[src/rtl/dcm_pkg.sv]
// Shared constants, requester indices and arbiter state type for the DC-motor
// register file arbiter.
package dcm_pkg;

  localparam int ADDR_W = 7;
  localparam int DATA_W = 8;
  localparam int IDX_W  = 3;
  localparam int STAT_W = 16;

  localparam logic [IDX_W-1:0] REQ_SPI = 3'd0;
  localparam logic [IDX_W-1:0] REQ_MC  = 3'd1;
  localparam logic [IDX_W-1:0] REQ_AUX = 3'd2;

  typedef enum logic {
    ARB_IDLE   = 1'b0,
    ARB_LOCKED = 1'b1
  } arb_state_e;

  // Next round-robin start point; requester 0 never takes part in the rotation.
  function automatic logic [IDX_W-1:0] rr_advance(input logic [IDX_W-1:0] idx,
                                                  input int n_req);
    if (int'(idx) >= n_req - 1) return IDX_W'(1);
    return idx + IDX_W'(1);
  endfunction

endpackage

[src/rtl/dcm_regfile_arbiter_if.sv]
// Request/response bundle between the register-file requesters (master side)
// and the arbiter (slave side).
interface dcm_regfile_arbiter_if
  import dcm_pkg::*;
#(
  parameter int N_REQ  = 3,
  parameter int ADDR_W = dcm_pkg::ADDR_W,
  parameter int DATA_W = dcm_pkg::DATA_W
);

  logic [N_REQ-1:0]        req_valid;
  logic [N_REQ-1:0]        req_write;
  logic [N_REQ-1:0]        req_lock;
  logic [N_REQ*ADDR_W-1:0] req_addr;
  logic [N_REQ*DATA_W-1:0] req_wdata;
  logic [N_REQ-1:0]        req_ready;
  logic [N_REQ-1:0]        rsp_valid;
  logic [DATA_W-1:0]       rsp_rdata;

  modport master (
    output req_valid, req_write, req_lock, req_addr, req_wdata,
    input  req_ready, rsp_valid, rsp_rdata
  );

  modport slave (
    input  req_valid, req_write, req_lock, req_addr, req_wdata,
    output req_ready, rsp_valid, rsp_rdata
  );

endinterface

[src/rtl/dcm_regfile_ram.sv]
// Single-port 2^ADDR_W x DATA_W register-file RAM, one-cycle registered read.
// Written so synthesis maps it onto a block RAM with a resettable output register.
module dcm_regfile_ram
  import dcm_pkg::*;
#(
  parameter int ADDR_W = dcm_pkg::ADDR_W,
  parameter int DATA_W = dcm_pkg::DATA_W
) (
  input  logic              clk,
  input  logic              reset,
  input  logic              en,
  input  logic              we,
  input  logic [ADDR_W-1:0] addr,
  input  logic [DATA_W-1:0] wdata,
  output logic [DATA_W-1:0] rdata
);

  logic [DATA_W-1:0] mem_q [2**ADDR_W];
  logic [DATA_W-1:0] rdata_q;

  // NOTE: the array has no reset branch; a reset loop over every word would
  // stop the memory mapping onto block RAM. Only the output register resets.
  always_ff @(posedge clk) begin
    if (en && we) begin
      mem_q[addr] <= wdata;
    end
  end

  always_ff @(posedge clk) begin
    if (reset) begin
      rdata_q <= '0;
    end else if (en && !we) begin
      rdata_q <= mem_q[addr];
    end
  end

  assign rdata = rdata_q;

endmodule

[src/rtl/dcm_regfile_arbiter.sv]
// Register-file arbiter: requester 0 has fixed priority, the others rotate;
// supports locked multi-access sequences with starvation and lock-timeout guards.
// Optional per-requester grant counters are built when DCM_ARB_STATS_EN is defined.
module dcm_regfile_arbiter
  import dcm_pkg::*;
#(
  parameter int N_REQ    = 3,
  parameter int ADDR_W   = dcm_pkg::ADDR_W,
  parameter int DATA_W   = dcm_pkg::DATA_W,
  parameter int MAX_WAIT = 15,
  parameter int LOCK_MAX = 16
) (
  input  logic                      clk,
  input  logic                      reset,
  dcm_regfile_arbiter_if.slave      bus,
`ifdef DCM_ARB_STATS_EN
  input  logic                      stats_clear,
  output logic [N_REQ*STAT_W-1:0]   grant_count,
`endif
  output logic                      lock_timeout,
  output logic [IDX_W-1:0]          owner,
  output logic                      locked
);

  localparam int WAIT_W = $clog2(MAX_WAIT + 1);
  localparam int LOCK_W = $clog2(LOCK_MAX + 1);

  arb_state_e         state_q, state_d;
  logic [IDX_W-1:0]   owner_q, owner_d;
  logic [IDX_W-1:0]   rr_ptr_q, rr_ptr_d;
  logic [WAIT_W-1:0]  wait_cnt_q, wait_cnt_d;
  logic [LOCK_W-1:0]  lock_cnt_q, lock_cnt_d;
  logic               lock_timeout_q, lock_timeout_d;
  logic [N_REQ-1:0]   rsp_valid_q, rsp_valid_d;

  logic               rr_found;
  logic [IDX_W-1:0]   rr_pick;
  logic               gnt_valid;
  logic [IDX_W-1:0]   gnt_idx;
  logic               gnt_lock;
  logic               gnt_write;
  logic [N_REQ-1:0]   grant;
  logic [ADDR_W-1:0]  ram_addr;
  logic [DATA_W-1:0]  ram_wdata;
  logic [DATA_W-1:0]  ram_rdata;

  // NOTE: every combinational output gets a default before any branch, so no
  // path leaves a signal unassigned and no latch is inferred.
  always_comb begin : arbitrate
    rr_found = 1'b0;
    rr_pick  = REQ_MC;
    // Lowest pending RR index overall, then lowest at or after rr_ptr overrides it.
    for (int i = N_REQ - 1; i >= 1; i--) begin
      if (bus.req_valid[i]) begin
        rr_found = 1'b1;
        rr_pick  = IDX_W'(i);
      end
    end
    for (int i = N_REQ - 1; i >= 1; i--) begin
      if (bus.req_valid[i] && (IDX_W'(i) >= rr_ptr_q)) begin
        rr_pick = IDX_W'(i);
      end
    end

    gnt_valid = 1'b0;
    gnt_idx   = REQ_SPI;
    if (state_q == ARB_LOCKED) begin
      gnt_idx = owner_q;
      for (int i = 0; i < N_REQ; i++) begin
        if (IDX_W'(i) == owner_q) gnt_valid = bus.req_valid[i];
      end
    end else if ((wait_cnt_q == WAIT_W'(MAX_WAIT)) && rr_found) begin
      gnt_valid = 1'b1;
      gnt_idx   = rr_pick;
    end else if (bus.req_valid[REQ_SPI]) begin
      gnt_valid = 1'b1;
      gnt_idx   = REQ_SPI;
    end else if (rr_found) begin
      gnt_valid = 1'b1;
      gnt_idx   = rr_pick;
    end

    grant     = '0;
    gnt_lock  = 1'b0;
    gnt_write = 1'b0;
    ram_addr  = '0;
    ram_wdata = '0;
    for (int i = 0; i < N_REQ; i++) begin
      grant[i] = gnt_valid && (IDX_W'(i) == gnt_idx);
      if (grant[i]) begin
        gnt_lock  = bus.req_lock[i];
        gnt_write = bus.req_write[i];
        ram_addr  = bus.req_addr[i*ADDR_W +: ADDR_W];
        ram_wdata = bus.req_wdata[i*DATA_W +: DATA_W];
      end
    end
  end

  always_comb begin : next_state
    state_d        = state_q;
    owner_d        = owner_q;
    rr_ptr_d       = rr_ptr_q;
    wait_cnt_d     = wait_cnt_q;
    lock_cnt_d     = lock_cnt_q;
    lock_timeout_d = lock_timeout_q;
    rsp_valid_d    = grant & {N_REQ{~gnt_write}};

    unique case (state_q)
      ARB_IDLE: begin
        lock_cnt_d = '0;
        if (gnt_valid && (gnt_idx != REQ_SPI)) begin
          rr_ptr_d = rr_advance(gnt_idx, N_REQ);
        end
        if (gnt_valid && gnt_lock) begin
          state_d = ARB_LOCKED;
          owner_d = gnt_idx;
        end
      end
      ARB_LOCKED: begin
        lock_cnt_d = lock_cnt_q + 1'b1;
        // Timeout wins over the owner's lock bit; an access accepted now still completes.
        if (lock_cnt_q == LOCK_W'(LOCK_MAX - 1)) begin
          state_d        = ARB_IDLE;
          lock_timeout_d = 1'b1;
        end else if (gnt_valid && !gnt_lock) begin
          state_d = ARB_IDLE;
        end
      end
      default: state_d = ARB_IDLE;
    endcase

    if (!rr_found || (gnt_valid && (gnt_idx != REQ_SPI))) begin
      wait_cnt_d = '0;
    end else if (gnt_valid && (wait_cnt_q != WAIT_W'(MAX_WAIT))) begin
      wait_cnt_d = wait_cnt_q + 1'b1;
    end
  end

  // NOTE: state registers use non-blocking assignments so every flop samples
  // the pre-edge value of its neighbours, independent of process order.
  always_ff @(posedge clk) begin
    if (reset) begin
      state_q        <= ARB_IDLE;
      owner_q        <= REQ_SPI;
      rr_ptr_q       <= REQ_MC;
      wait_cnt_q     <= '0;
      lock_cnt_q     <= '0;
      lock_timeout_q <= 1'b0;
      rsp_valid_q    <= '0;
    end else begin
      state_q        <= state_d;
      owner_q        <= owner_d;
      rr_ptr_q       <= rr_ptr_d;
      wait_cnt_q     <= wait_cnt_d;
      lock_cnt_q     <= lock_cnt_d;
      lock_timeout_q <= lock_timeout_d;
      rsp_valid_q    <= rsp_valid_d;
    end
  end

  // An access granted during reset must not touch the RAM.
  dcm_regfile_ram #(
    .ADDR_W (ADDR_W),
    .DATA_W (DATA_W)
  ) u_ram (
    .clk   (clk),
    .reset (reset),
    .en    (gnt_valid && !reset),
    .we    (gnt_write),
    .addr  (ram_addr),
    .wdata (ram_wdata),
    .rdata (ram_rdata)
  );

`ifdef DCM_ARB_STATS_EN
  logic [N_REQ*STAT_W-1:0] grant_count_q, grant_count_d;

  always_comb begin : stats_next
    grant_count_d = grant_count_q;
    for (int i = 0; i < N_REQ; i++) begin
      if (stats_clear) begin
        grant_count_d[i*STAT_W +: STAT_W] = '0;
      end else if (grant[i] && (grant_count_q[i*STAT_W +: STAT_W] != {STAT_W{1'b1}})) begin
        grant_count_d[i*STAT_W +: STAT_W] = grant_count_q[i*STAT_W +: STAT_W] + 1'b1;
      end
    end
  end

  always_ff @(posedge clk) begin
    if (reset) begin
      grant_count_q <= '0;
    end else begin
      grant_count_q <= grant_count_d;
    end
  end

  assign grant_count = grant_count_q;
`endif

  assign bus.req_ready = grant;
  assign bus.rsp_valid = rsp_valid_q;
  assign bus.rsp_rdata = ram_rdata;
  assign lock_timeout  = lock_timeout_q;
  assign owner         = owner_q;
  assign locked        = (state_q == ARB_LOCKED);

endmodule

[src/flat_wrapper.sv]
// flat-port wrapper written by rule: the top's interface ports become plain ports
module dcm_regfile_arbiter_flat import dcm_pkg::*;
#(
  parameter int N_REQ    = 3,
  parameter int ADDR_W   = dcm_pkg::ADDR_W,
  parameter int DATA_W   = dcm_pkg::DATA_W,
  parameter int MAX_WAIT = 15,
  parameter int LOCK_MAX = 16
)
  (clk, reset, lock_timeout, owner, locked, bus_req_valid, bus_req_write, bus_req_lock, bus_req_addr, bus_req_wdata, bus_req_ready, bus_rsp_valid, bus_rsp_rdata);
  dcm_regfile_arbiter_if #(.N_REQ(N_REQ), .ADDR_W(ADDR_W), .DATA_W(DATA_W)) bus_i ();
  input  logic clk;
  input  logic reset;
  output logic lock_timeout;
  output logic [IDX_W-1:0] owner;
  output logic locked;
  input wire logic [$bits(bus_i.req_valid)-1:0] bus_req_valid;
  input wire logic [$bits(bus_i.req_write)-1:0] bus_req_write;
  input wire logic [$bits(bus_i.req_lock)-1:0] bus_req_lock;
  input wire logic [$bits(bus_i.req_addr)-1:0] bus_req_addr;
  input wire logic [$bits(bus_i.req_wdata)-1:0] bus_req_wdata;
  output wire logic [$bits(bus_i.req_ready)-1:0] bus_req_ready;
  output wire logic [$bits(bus_i.rsp_valid)-1:0] bus_rsp_valid;
  output wire logic [$bits(bus_i.rsp_rdata)-1:0] bus_rsp_rdata;
  assign bus_i.req_valid = bus_req_valid;
  assign bus_i.req_write = bus_req_write;
  assign bus_i.req_lock = bus_req_lock;
  assign bus_i.req_addr = bus_req_addr;
  assign bus_i.req_wdata = bus_req_wdata;
  assign bus_req_ready = bus_i.req_ready;
  assign bus_rsp_valid = bus_i.rsp_valid;
  assign bus_rsp_rdata = bus_i.rsp_rdata;
  dcm_regfile_arbiter #(.N_REQ(N_REQ), .ADDR_W(ADDR_W), .DATA_W(DATA_W), .MAX_WAIT(MAX_WAIT), .LOCK_MAX(LOCK_MAX)) u_core (.clk(clk), .reset(reset), .bus(bus_i), .lock_timeout(lock_timeout), .owner(owner), .locked(locked));
endmodule
[config.mk]
export PLATFORM = sky130hd
export DESIGN_NAME = dcm_regfile_arbiter_flat
export DESIGN_NICKNAME = d
export VERILOG_FILES = /design/src/rtl/dcm_pkg.sv /design/src/rtl/dcm_regfile_arbiter_if.sv /design/src/rtl/dcm_regfile_ram.sv /design/src/rtl/dcm_regfile_arbiter.sv /design/src/flat_wrapper.sv
export SDC_FILE = /design/constraint.sdc
export NUM_CORES = 1
export LEC_CHECK = 0
export ABC_AREA = 0
export CAP_MARGIN = 20
export CORE_MARGIN = 4
export CORE_UTILIZATION = 30
export DETAILED_ROUTE_END_ITERATION = 8
export HOLD_SLACK_MARGIN = 0.02
export MAX_ROUTING_LAYER = met4
export PLACE_DENSITY = 0.51
export SETUP_SLACK_MARGIN = 0.05
export SYNTH_ARGS = -nofsm -noshare
export SYNTH_HDL_FRONTEND = slang
export SYNTH_SLANG_ARGS = --single-unit
export TNS_END_PERCENT = 20
[constraint.sdc]
create_clock -name clk -period 6.45 [get_ports clk]
set_input_delay 0.9675 -clock clk [delete_from_list [all_inputs] [get_ports clk]]
set_output_delay 0.9675 -clock clk [all_outputs]
set_load 0.03 [all_outputs]
Word-level counts from Yosys, hierarchy flattened. Memories as Yosys holds them, arrays and structs flattened. A register that Yosys moved wholly into a read port is not among the register bits. Cells that the tools add are included.

Register bits: 20. RAM bits: 1024. Input bits: 56. Output and inout port bits: 19. Word-level logic and storage cells: 90. Memories: 1.

Add/sub/neg operators: 3. Magnitude comparators: 3. Equality and inequality tests: 7. Muxes and demuxes: 41. Bitwise logic cells: 3. Reduce and logical (&&, ||, !) cells: 25.

Memory list: u_core.u_ram.mem_q (words 128, width 8, rd ports 1, clocked after Yosys merged registers in 1, wr ports 1, line dcm_regfile_ram.sv:18) `logic [DATA_W-1:0] mem_q [2**ADDR_W];`.

Operators with widths (number): two-way mux 3 bit (9); two-way mux 8 bit (3); two-way mux 1 bit (23); two-way mux 7 bit (3); logical AND 1 bit (13); case mux 5 bit (2 select lines) (1); equality test 1 x 3 -> 1 bit (first input constant) (2); equality test 2 x 3 -> 1 bit (first input constant) (2); zero test 3 bit (2); AND reduction 2 bit (3); adder 5 x 1 -> 5 bit (second input constant) (1); equality test 5 x 4 -> 1 bit (second input constant) (1); adder 4 x 1 -> 4 bit (second input constant) (1); equality test 4 bit (second input constant) (1); zero test 1 bit (4); inequality test 4 bit (second input constant) (1); adder 3 x 1 -> 3 bit (second input constant) (1); bitwise AND 3 bit (1); >= comparator 1 x 3 -> 1 bit (first input constant) (1); >= comparator 2 x 3 -> 1 bit (first input constant) (1); >= comparator 3 x 2 -> 1 bit (second input constant) (1); nonzero test 3 bit (1); two-way mux 2 bit (1); NOT 1 bit (2); 3 further kinds (3).

Depth between registers and ports, before layout.
Depth in word-level cells: 18. Gate-level depth with buffers: 21. Gate-level depth less buffers: 16.

Cells and area by module. From an unflattened synthesis, not the netlist that was laid out.

Cell total of the unflattened synthesis: 2445. Area, all modules: 42014.0 um^2.

By module, submodules not included: dcm_regfile_ram (instances 1, cells each 2271, area each 40617.7 um^2, seq. area each 30909.6 um^2); dcm_regfile_arbiter (instances 1, cells each 174, area each 1396.3 um^2, seq. area each 400.4 um^2).

Worst setup path before layout. OpenSTA, ideal clock, no wires.

Path kind: input port to flip-flop. Start point: input bus_req_valid[2]. End point: memory u_core.u_ram.mem_q[0][0] (data pin). Setup time: 798 ps. Arrival: 5634 ps. Data required time: 5652 ps. Path slack: 18 ps. Stages: 10. Path buffers: 3. Cell sequence: inv_1 -> a221oi_1 -> mux2i_1 -> ha_1 -> buf_2 -> buf_2 -> and2_1 -> clkbuf_1 -> a221oi_1 -> nor2_1.

Elaborated cells between the ends (all ways): 26. Those cells by class: eq/ne: 2; mux: 18; reduce/logical: 6.

RTL lines: from (decl) (line flat_wrapper.sv:17) `input wire logic [$bits(bus_i.req_valid)-1:0] bus_req_valid;`; two-way mux 2 bit (line dcm_regfile_arbiter.sv:54) `if (bus.req_valid[i]) begin`; two-way mux 3 bit (line dcm_regfile_arbiter.sv:54); two-way mux 3 bit (2 in series) (line dcm_regfile_arbiter.sv:60) `if (bus.req_valid[i] && (IDX_W'(i) >= rr_ptr_q)) begin`; two-way mux 3 bit (line dcm_regfile_arbiter.sv:78) `end else if (rr_found) begin`; two-way mux 3 bit (line dcm_regfile_arbiter.sv:75) `end else if (bus.req_valid[REQ_SPI]) begin`; two-way mux 3 bit (line dcm_regfile_arbiter.sv:72) `end else if ((wait_cnt_q == WAIT_W'(MAX_WAIT)) && rr_found) begin`; two-way mux 3 bit (line dcm_regfile_arbiter.sv:67) `if (state_q == ARB_LOCKED) begin`; equality test 1 x 3 -> 1 bit (line dcm_regfile_arbiter.sv:89) `grant[i] = gnt_valid && (IDX_W'(i) == gnt_idx);`; logical AND 1 bit (*) (line dcm_regfile_arbiter.sv:89); net bus_req_ready[1] (line flat_wrapper.sv:22) `output wire logic [$bits(bus_i.req_ready)-1:0] bus_req_ready;`; two-way mux 8 bit (*) (2 in series) (line dcm_regfile_arbiter.sv:90) `if (grant[i]) begin`; net u_core.ram_wdata[0] (line dcm_regfile_arbiter.sv:44) `logic [DATA_W-1:0] ram_wdata;`; to (decl) (line dcm_regfile_ram.sv:18).

The timed path passes the listed nets; every way through them passes the cells marked *.

Worst setup path in the final report.
Start point: register u_core.wait_cnt_q[0]. End point: register u_core.u_ram.rdata_q[3] (netlist: u_core.u_ram.rdata[3]), read port of u_core.u_ram.mem_q.

Word-level cells in the longest chain between the ends: 11. Elaborated cells between the ends (all ways): 21. Those cells by class: eq/ne: 3; mux: 10; reduce/logical: 8.

Ends and longest elaborated chain: from (decl) (line dcm_regfile_arbiter.sv:31) `logic [WAIT_W-1:0] wait_cnt_q, wait_cnt_d;`; from (signal assigned) (line dcm_regfile_arbiter.sv:154) `wait_cnt_q <= wait_cnt_d;`; equality test 4 bit (*) (line dcm_regfile_arbiter.sv:72); logical AND 1 bit (*) (line dcm_regfile_arbiter.sv:72); two-way mux 3 bit (*) (line dcm_regfile_arbiter.sv:72); two-way mux 3 bit (*) (line dcm_regfile_arbiter.sv:67); net u_core.gnt_idx[0] (line dcm_regfile_arbiter.sv:39) `logic [IDX_W-1:0] gnt_idx;`; zero test 3 bit (line dcm_regfile_arbiter.sv:89); logical AND 1 bit (line dcm_regfile_arbiter.sv:89); two-way mux 1 bit (3 in series) (line dcm_regfile_arbiter.sv:90); zero test 1 bit (line dcm_regfile_ram.sv:32) `end else if (en && !we) begin`; logical AND 1 bit (line dcm_regfile_ram.sv:32); to (decl) (line dcm_regfile_ram.sv:19) `logic [DATA_W-1:0] rdata_q;`.

Marked as above. A chain may end at the register's enable or synchronous reset.

==> impl_metrics.ini <==
[status]
outcome = complete, no violations

[route]
vias_per_cell = 5.67
wire_per_inst_microns = 31.8
drt-total-wl_mm = 157
drt_iter0_markers = 4126
drc = 0
ant_nets = 0
vias = 28000
first_pass_iters = 6

[yosys]
syn_inst = 2699
synth_nets = 2762
syn_area_per_cell_sq_um = 15.2
ys_types = 82
synth_edf_count = 1024
synthArstFlopShare_pct = 0
yosysSeqAreaShare_pct = 76.3
synthFlopType = edfxtp_1
yosysWarnings = 0
ys_ff_latch = 1052
synth_area_sq_mm = 0.0410

[place]
post-place-ws_ps = 204
gp_congestion = 0.947
hpwlAfterDp_mm = 102
portBuffers = 74

[sta]
holdWs_ps = 445
final.setup.tns_ps = 0
fin_crit_sh_pct = 90.0
fin_ws_ps = 643
slew_headroom_pct = 19.7
rsz0062_at_grt = no
fin_crit_ps = 5810
finalHoldViolCount = 0
setup_viol = 0
worst_pin_slew_ps = 1200
fmax_ghz = 0.172
drv_slew = 0
fin_skew_ps = 28.3

[cells_and_area]
register_area_sq_mm = 0.0313
final_layout_size_suffix_gt1_share_pct = 17.2
fillCellCount = 12800
mostFrequentLayoutCell = edfxtp_1
fin_util_pct = 37.0
final_cell_mix = edfxtp_1 (1024), nand2_1 (310), buf_4 (298)
nets = 3121
syn_to_final_growth_pct = 22.2
multiInputGateArea_sq_mm = 0.00920

[die]
pin_count = 75
coreArea_sq_mm = 0.136
chipWidth_microns = 378
rows = 135
die_h_microns = 378
die-area_sq_mm = 0.143
start_util_pct = 30.3

[hold_path]
hold_depth = 1
hp-class = reg2reg

[clock_network]
clk_path_buf_depth = 3
cts_setup_buffers = 0
numCtsBuffers = 112
cts_resized = 0
cts_root_buffer = clkbuf_16
clk_pin_slew_ps = 60
cts_tree = done
insertion_delay_ps = 700
cts_sinks = 1052
hold_buffers = 0
cts.htree.levels = 3

[worst_setup_path]
critPathMaxFanout = 12
r2r_cells = 16
start_kind = flip-flop
critical-path-top-delay-family = compound AO/OA/AOI/OAI gates
cp.required_ps = 7030
r2r_start = u_core.wait_cnt_q[0]
regToRegEndpoint = u_core.u_ram.rdata[3]
r2r_slack_ps = 640
crit_slowest_cell = o311ai_0
cp.arrival_ps = 6390
crit_chain = ha_1 -> nand3_1 -> nand2_1 -> o2111ai_1 -> nand2_1 -> inv_1 -> ha_1 -> and3b_1 -> o311ai_4 -> buf_4 -> a21oi_1 -> o311ai_0 -> a21oi_1 -> a311oi_1 -> nand4_1 -> o32a_1
startpoint = u_core.wait_cnt_q[0]
critPathBufInv = 2
slowest_delay_ps = 970
crit_path_end_kind = flip-flop
critPathKind = reg2reg
critical_path_depth = 16
endpoint = u_core.u_ram.rdata[3]

[global_route]
track_usage_pct = 22.1
antenna_found_initial = 9
grt_pass1_wl_mm = 217
grt-ovfl-total = 0
grt_start_max_net_pins = 129
grt_pass1_vias = 26600

[power]
powerDensity_mw_per_mm2 = 363
p_leak_uw = 0.0164
total_power_uw = 18200
peakVddDrop_mv = 0.228

[job]
drv_cap = 0
## routing by layer
metal  GRT usage [%]  vias up  wire [microns]
li1                -    11500               -
met4            7.81        0            6720
met5               -        -               0
met2            33.1     1857           69500
met1            30.1    14200           64100
met3            4.35      333           16600
## where the power goes
part	internal, uW	leakage (uW)	switching, uW	total, uW
sequential	7890	0.00954	60.2	7950
clock	3930	0.00181	2680	6610
combinational	970	0.00503	2650	3620
total	12800	0.0164	5390	18200
## layout make-up
class	count	share of cell area, %
clock buffer	135	5.93
tap	1781	4.44
antenna	3	0.0150
timing repair buffer	406	7.24
inverter	14	0.105
sequential	1052	62.4
multi-input combinational	1472	18.3
clock inverter	69	1.52
## synth_stat cells (33+ instances only)
library cell	n	area share, %
nand3_1	65	0.79
a22oi_1	170	3.1
nor2_1	212	1.9
nand2_1	310	2.8
clkbuf_1	70	0.64
buf_2	65	0.79
a31oi_1	33	0.50
o21ai_0	60	0.73
edfxtp_1	1024	75
a22o_1	36	0.77
a221oi_1	74	1.6
a21oi_1	118	1.4
mux2i_1	52	1.3
## worst reg2reg max path, delay by kind of cell, from the launching register on
kind,cells,cell delay (ps)
buffers and inverters,2,430
flip-flops,1,370
AND/OR/NAND/NOR,5,990
AO/OA/AOI/OAI,7,3370
adder cells (fa/ha/maj),2,550
## worst min-delay path by stage
stage	start	endpoint
2_1_floorplan	u_core.lock_cnt_q[0]	u_core.lock_cnt_q[0]
3_3_place_gp	u_core.lock_cnt_q[0]	u_core.lock_cnt_q[0]
3_5_place_dp	u_core.lock_cnt_q[0]	u_core.lock_cnt_q[0]
4_1_cts	u_core.lock_cnt_q[0]	u_core.lock_cnt_q[0]
5_1_grt	u_core.lock_cnt_q[0]	u_core.lock_cnt_q[0]
6_report	u_core.lock_cnt_q[0]	u_core.lock_cnt_q[0]
## metrics by stage
step / std cells / cell area [sq um]
6_report: 4932 / 50200
4_1_cts: 4928 / 50200
5_1_grt: 4932 / 50200
3_3_place_gp: 4722 / 46400
3_5_place_dp: 4724 / 46400
2_1_floorplan: 2699 / 41100
## logic make-up (layout without fill, tap and decap cells)
group	after synthesis	after routing	synth area share (%)
XOR/XNOR	3	3	0.0640
buffers and inverters	175	624	1.86
AO/OA/AOI/OAI	716	716	13.0
AND/OR/NAND/NOR	691	691	7.26
other	0	3	0
adder cells (fa/ha/maj)	7	7	0.213
flip-flops	1052	1052	76.3
multiplexers	55	55	1.35
## sequential cells by signal, summed over array words and instances (netlist names)
register / cells
u_core.u_ram.mem_q: 1024
u_core.u_ram.rdata: 8
u_core.lock_cnt_q: 5
u_core.wait_cnt_q: 4
u_core.bus.rsp_valid: 3
u_core.owner: 3
u_core.rr_ptr_q: 3
u_core.lock_timeout: 1
u_core.locked: 1
Note: power is estimated with default switching activity, not from simulation.
